[src/rtl/gdma_rst_pulse_gen.sv]
`default_nettype none
// +----------------------------------------------------------------------------+
// | Module      : gdma_rst_pulse_gen                                           |
// | Description : Multi-channel host-to-GDMA reset pulse generator. Each       |
// |               channel synchronises an asynchronous host reset-request      |
// |               level, detects its rising edge and emits a registered        |
// |               reset pulse of configurable length with per-channel status.  |
// | Revision    : 1.0 - initial release                                        |
// +----------------------------------------------------------------------------+
module gdma_rst_pulse_gen #(
  parameter int NUM_CH      = 4,
  parameter int SYNC_STAGES = 2,
  parameter int CNT_W       = 8,
  parameter int PULSE_LEN   = 10,
  parameter int RETRIG      = 0
) (
  input  logic              gdma_clk,
  input  logic              gdma_rst,
  input  logic [NUM_CH-1:0] host_rst_flag,
  input  logic [CNT_W-1:0]  cfg_pulse_len,
  input  logic [NUM_CH-1:0] clr_drop,
  output logic [NUM_CH-1:0] h2gdma_rst,
  output logic [NUM_CH-1:0] rst_busy,
  output logic [NUM_CH-1:0] rst_done,
  output logic [NUM_CH-1:0] req_drop
);

  localparam logic [0:0]       c_st_idle     = 1'b0;
  localparam logic [0:0]       c_st_active   = 1'b1;
  localparam logic [CNT_W-1:0] c_default_len = CNT_W'(PULSE_LEN);
  localparam logic [CNT_W-1:0] c_one         = CNT_W'(1);
  localparam bit               c_retrig      = (RETRIG != 0);

  // Counter load value shared by all channels: zero config falls back to the default length
  logic [CNT_W-1:0] len_eff;
  logic [CNT_W-1:0] len_load;

  // Resolve the effective pulse length and the value loaded into a channel counter
  always_comb begin
    len_eff  = (cfg_pulse_len == '0) ? c_default_len : cfg_pulse_len;
    len_load = len_eff - c_one;
  end

  for (genvar ch = 0; ch < NUM_CH; ch++) begin : g_ch
    logic [SYNC_STAGES-1:0] sync_q;
    logic [SYNC_STAGES-1:0] sync_d;
    logic                   prev_q;
    logic                   prev_d;
    logic [0:0]             state_q;
    logic [0:0]             state_d;
    logic [CNT_W-1:0]       cnt_q;
    logic [CNT_W-1:0]       cnt_d;
    logic                   done_q;
    logic                   done_d;
    logic                   drop_q;
    logic                   drop_d;
    logic                   edge_det;

    // Shift the host level through the synchroniser and flag a synchronised rising edge
    always_comb begin
      sync_d   = {sync_q[SYNC_STAGES-2:0], host_rst_flag[ch]};
      prev_d   = sync_q[SYNC_STAGES-1];
      edge_det = sync_q[SYNC_STAGES-1] & ~prev_q;
    end

    // State register: synchroniser, edge delay, FSM, counter and status flops
    always_ff @(posedge gdma_clk) begin
      if (gdma_rst) begin
        sync_q  <= '0;
        prev_q  <= 1'b0;
        state_q <= c_st_idle;
        cnt_q   <= '0;
        done_q  <= 1'b0;
        drop_q  <= 1'b0;
      end else begin
        sync_q  <= sync_d;
        prev_q  <= prev_d;
        state_q <= state_d;
        cnt_q   <= cnt_d;
        done_q  <= done_d;
        drop_q  <= drop_d;
      end
    end

    // Next-state logic: start, count down, retrigger or finish the pulse
    always_comb begin
      state_d = state_q;
      cnt_d   = cnt_q;
      case (state_q)
        c_st_idle: begin
          if (edge_det) begin
            state_d = c_st_active;
            cnt_d   = len_load;
          end
        end
        c_st_active: begin
          if (edge_det && c_retrig) begin
            cnt_d = len_load;
          end else if (cnt_q == '0) begin
            state_d = c_st_idle;
          end else begin
            cnt_d = cnt_q - c_one;
          end
        end
        default: begin
          state_d = c_st_idle;
          cnt_d   = '0;
        end
      endcase
    end

    // Output logic: completion strobe and sticky drop flag (set beats clear)
    always_comb begin
      done_d = 1'b0;
      drop_d = drop_q;
      if ((state_q == c_st_active) && (cnt_q == '0) && !(edge_det && c_retrig)) begin
        done_d = 1'b1;
      end
      if (c_retrig) begin
        drop_d = 1'b0;
      end else if ((state_q == c_st_active) && edge_det) begin
        drop_d = 1'b1;
      end else if (clr_drop[ch]) begin
        drop_d = 1'b0;
      end
    end

    assign h2gdma_rst[ch] = (state_q == c_st_active);
    assign rst_busy[ch]   = (state_q == c_st_active);
    assign rst_done[ch]   = done_q;
    assign req_drop[ch]   = drop_q;
  end

endmodule
`default_nettype wire

[config.mk]
export PLATFORM = sky130hd
export DESIGN_NAME = gdma_rst_pulse_gen
export DESIGN_NICKNAME = d
export VERILOG_FILES = /design/src/rtl/gdma_rst_pulse_gen.sv
export SDC_FILE = /design/constraint.sdc
export NUM_CORES = 1
export LEC_CHECK = 0
export ABC_AREA = 1
export CORE_MARGIN = 1
export CORE_UTILIZATION = 58
export CTS_CLUSTER_DIAMETER = 100
export CTS_CLUSTER_SIZE = 8
export DETAILED_ROUTE_END_ITERATION = 6
export DONT_BUFFER_PORTS = 1
export HOLD_SLACK_MARGIN = 0.06
export PLACE_DENSITY_LB_ADDON = 0.08
export SLEW_MARGIN = 25
export SYNTH_ARGS = -nofsm -noshare
export SYNTH_HDL_FRONTEND = slang
export SYNTH_SLANG_ARGS = --single-unit
[constraint.sdc]
create_clock -name gdma_clk -period 1.9 [get_ports gdma_clk]
set_input_delay 0.285 -clock gdma_clk [delete_from_list [all_inputs] [get_ports gdma_clk]]
set_output_delay 0.285 -clock gdma_clk [all_outputs]
set_load 0.03 [all_outputs]
* Yosys cells after proc, flatten, opt, wreduce, memory -nomap -nowiden *
Index checks and enable logic that the tools add are counted.

storage, ports and cells
  output and inout bits = 16
  latch bits = 0
  memories = 0
  logic and storage cells = 107
  memory bits (writable) = 0
  bits of input ports = 18
  register bits = 56
  ROM bits = 0

cells by class
  $add $sub $neg = 5
  multiply operators = 0
  reductions and logical operators = 21
  equal/unequal tests = 8
  bitwise logic cells = 12
  shifts and indexed selects = 0
  $lt $le $gt $ge = 0
  div/mod/pow operators = 0
  mux-type cells = 37

operators with widths
  operator               number
  $mux W8                9
  $pmux W8 S2            4
  $logic_not A8 Y1       5
  $sub A8 B1 Y8 const B  5
  $mux W1                20
  $ne A2 B2 Y1 const B   8
  $logic_and A1 B1 Y1    8
  $not A1 Y1             8
  $pmux W1 S2            4
  $reduce_and A2 Y1      4
  $reduce_bool A2 Y1     4
  $and A1 B1 Y1          4

* Logic depth before layout (Yosys ltp) *
  depth after elaboration = 5
  mapped depth = 13
  gate-level depth less buffers = 13

* Worst setup path after synthesis *
Ideal clock, no wire load.

  path type = in2reg
  start = input cfg_pulse_len[5]
  end = register g_ch[1].cnt_q[2]
  data required time = 1.781 ns
  setup time = 0.119 ns
  cell stages on the path = 9
  setup slack = 0.302 ns
  buffers on the path = 0
  arrival time = 1.479 ns
  path through = nor2_2 nand2_2 nor2_4 nor2_2 ha_1 xnor2_1 o21ai_0 o21ai_0 a21oi_1

on the way
  word-level cells in the longest chain between the ends = 5

ends and longest elaborated chain
  element                 RTL line  text
  start: declaration      20        input logic [CNT_W-1:0] cfg_pulse_len,
  $logic_not A8 Y1        40        len_eff = (cfg_pulse_len == '0) ? c_default_len : cfg_pulse_len;
  $mux W8                 40
  $sub A8 B1 Y8           41        len_load = len_eff - c_one;
  $mux W8                 91        if (edge_det) begin
  $pmux W8 S2             89        case (state_q)
  end signal: assignment  79        cnt_q <= cnt_d;
  end: declaration        51        logic [CNT_W-1:0] cnt_q;

Every way passes these cells. The select of a mux whose other input is x is not followed.
A chain may end at the register's enable or synchronous reset.

* Worst setup path after layout *
  start = register g_ch[1].cnt_q[0]
  end = register g_ch[1].cnt_q[5]

on the way
  word-level cells in the longest chain between the ends = 3
  elaborated cells between the ends (all ways) = 6
  classes of those cells = add/sub: 1; eq/ne: 1; mux: 2; reduce/logical: 2

ends and longest elaborated chain
  element                                                   RTL line
  $sub A8 B1 Y8 / $logic_not A8 Y1 (equally long branches)  102, 99
  $mux W8 / $ne A2 B2 Y1 (equally long branches)            n/a
  $pmux W8 S2 / $reduce_and A2 Y1 (equally long branches)   n/a

Parallel ways exist; a longest one is shown, timed or not. The select of a mux whose other input is x is not followed.

==> results.py <==
metrics = {
    "drt": {
        "wl_per_cell_um": 12.79,
        "detail-route-antenna-nets": 0,
        "drcViolationCount": 0,
        "via_per_inst": 5.295,
        "wirelength_mm": 6.985,
        "firstDrtPassIters": 5,
        "vias": 2891,
        "drtIter0Drc": 185,
    },
    "cells_and_area": {
        "num-nets-final": 498,
        "drive_above_1_share_pct": 9.874,
        "diodes": 0,
        "stdcell_count": 546,
        "nFillCells": 516,
        "syn_to_final_growth_pct": 3.866,
    },
    "global_route": {
        "grt_pass1_vias": 2466,
        "grt_use_met2_pct": 43.85,
        "grt_use_met1_pct": 33.12,
        "grt_max_degree": 43,
        "grtUsageTotal_pct": 25.81,
        "grtUsageMet3_pct": 5.556,
        "antenna_found_initial": 0,
        "busiest_layer": "met2",
        "overflow": 0,
        "grt_pass1_wl_mm": 11.11,
    },
    "die": {
        "die_area_mm2": 0.005711,
        "io_pins": 34,
        "initial_core_util_pct": 60.69,
        "num_rows": 26,
        "core_mm2": 0.005172,
        "fp.dieW_um": 75.57,
        "fp.dieH_um": 75.57,
    },
    "place": {
        "dp_cells": 533,
        "pre_cts_ws_ns": 0.02197,
        "gp_congestion": 0.8667,
        "dp_hpwl_mm": 4.878,
        "portBuffers": 0,
    },
    "logic_synthesis": {
        "netlist_instances": 484,
        "synth_cell_types": 31,
        "netlist_area_mm2": 0.003139,
        "ys_seq_elements": 56,
        "ys_seq_area_share_pct": 35.71,
        "yosysWarnings": 0,
        "syn_nets": 507,
        "syn_avg_cell_area_um2": 6.486,
    },
    "power_and_ir_drop": {
        "powerDensity_mw_per_mm2": 799.0,
        "leakage_nw": 1.465,
        "ir_worst_vdd_uv": 432.8,
    },
    "status": {
        "status": "complete, no violations",
    },
    "timing": {
        "slew-limit-headroom_pct": 69.88,
        "drv_slew": 0,
        "timing.final.ws_setup_ns": 0.2279,
        "clock_skew_ns": 0.007900,
        "finalHoldViolations": 0,
        "finalCriticalPeriod_ns": 1.672,
        "tns_ns": 0,
        "tightest_slew_ns": 0.4513,
        "fin_crit_sh_pct": 88.01,
        "setup-violations-final": 0,
        "clock.fmax_ghz": 0.5981,
        "grt_setup_unrepaired": "no",
    },
    "setup_path": {
        "crit_slowest_cell": "dfxtp_1",
        "crit_fanout": 5,
        "slowest_delay_ns": 0.33,
        "critPathKind": "flop to flop",
        "path_delay_family": "simple AND/OR/NAND/NOR gates",
        "crit_chain": "inv_1 -> ha_1 -> inv_1 -> nor2_2 -> nand2_1 -> nor2_2 -> nand4_1 -> nand2_2 -> inv_1 -> o21ai_0 -> nand2_1 -> a21oi_2",
        "worstPathArrival_ns": 1.93,
        "worstSetupStartpointType": "flop",
        "crit_top_cell": "inv_1",
        "r2r_slack_ns": 0.23,
        "reg2reg_from": "g_ch[1].cnt_q[0]",
        "end_kind": "flop",
        "path_buf_inv": 3,
        "startpoint": "g_ch[1].cnt_q[0]",
        "cp.required_ns": 2.15,
    },
    "clock_network": {
        "clock_latency_ns": 0.31,
        "htree_num_levels": 2,
        "cts_tree": "built",
        "cts_max_path_buffers": 2,
        "cts_made_buffers": 5,
        "cts-root-buf": "clkbuf_8",
        "path_clk_slew_ns": 0.09,
        "cts.sinks": 56,
    },
    "worst_hold_path": {
        "hp-start": "host_rst_flag[2]",
        "hp-class": "input port to flop",
    },
    "job": {
        "maxCapViolCount": 0,
    },
}
final cells by class:
| class | instances | area (µm²) | area share [%] |
|---|---|---|---|
| clock buffer | 8 | 90.09 | 2.763 |
| inverter | 72 | 270.3 | 8.289 |
| multi-input combinational | 327 | 1577 | 48.35 |
| sequential | 56 | 1121 | 34.38 |
| tap | 70 | 87.58 | 2.686 |
| timing repair buffer | 13 | 115.1 | 3.530 |
registers in the layout (all words and copies together) (netlist names):
signal        flops
g_ch.state_q      4
g_ch.done_q       4
g_ch.prev_q       4
g_ch.cnt_q       32
g_ch.drop_q       4
g_ch.sync_q       8
cells in the final DEF, fill, tap and decap left out:
master and count:
buf_4 10, buf_12 1, inv_1 67, xnor2_1 1, or2_1 1, nand2_1 94
o21a_1 2, dfxtp_1 56, nor2_2 7, nand3b_1 1, nor3_1 9, or2_4 1
nor3_2 2, a31oi_1 2, dlygate4sd3_1 2, clkbuf_8 6, nand2_4 1, nand2_2 8
clkinv_1 2, clkbuf_1 2, a21oi_1 32, nand4_1 7, nand4_2 1, inv_2 3
nor2_1 65, a21oi_2 5, nand3_1 36, o21ai_0 43, nor2_4 1, o21ai_1 1
o21ai_2 1, ha_1 5, a211oi_1 1
Yosys cell counts, drive strengths merged:
master / count / area share [%]
nor3: 11 / 2.1
o21ai: 45 / 7.3
a21oi: 37 / 6.5
ha: 5 / 2.0
nor2: 73 / 9.5
a31oi: 2 / 0.40
xnor2: 1 / 0.28
inv: 70 / 8.4
nand4: 8 / 1.8
clkbuf: 11 / 1.3
nand3: 36 / 5.7
buf: 18 / 4.2
a211oi: 1 / 0.24
or2: 2 / 0.48
dfxtp: 56 / 36
nand3b: 1 / 0.24
clkinv: 2 / 0.24
nand2: 103 / 13
o21a: 2 / 0.48
through the flow:
| step | hold slack, ns | total power, mW | utilization (%) | cell area, µm² |
|---|---|---|---|---|
| after floorplan | 0.3883 | 1.824 | - | 3139 |
| after global placement | 0.3524 | 1.904 | 60.18 | 3113 |
| after detailed placement | 0.3529 | 1.916 | 60.18 | 3113 |
| after CTS | 0.06084 | 2.609 | 62.31 | 3223 |
| after global routing | 0.08847 | 2.772 | 63.04 | 3261 |
| final | 0.07939 | 2.605 | 63.04 | 3261 |
layer usage:
metal	part of all wire, %	wire [µm]
met5	0	0
met4	1.4	99
met3	5.5	382
met2	46	3239
met1	47	3263
where the power goes:
| part | internal [mW] | switching [mW] | total, mW |
|---|---|---|---|
| clock network | 0.299 | 0.384 | 0.682 |
| logic | 0.213 | 0.403 | 0.616 |
| registers | 1.25 | 0.0594 | 1.31 |
| total | 1.76 | 0.846 | 2.61 |
timing repair:
action	in CTS	in global routing
setup endpoints to repair	0	7
hold buffers	1	2
setup buffers	0	2
gates resized for setup	0	1
hold endpoints to repair	42	2
final timing paths:
check / depth (start not counted) / end
worst min register to register: 2 / g_ch[1].sync_q[1]
worst max register to register: 12 / g_ch[1].cnt_q[5]
worst min-delay path: 2 / g_ch[2].sync_q[0]
worst max-delay path: 12 / g_ch[1].cnt_q[5]
cells by family after synthesis:
| kind of cell | Yosys count | share of synthesized area (%) |
|---|---|---|
| simple gates | 234 | 32.96 |
| buf+inv | 101 | 14.15 |
| compound gates | 87 | 14.91 |
| flops | 56 | 35.71 |
| fa+ha+maj | 5 | 1.993 |
| xor+xnor | 1 | 0.2790 |
Note: power is estimated with default switching activity, not from simulation.
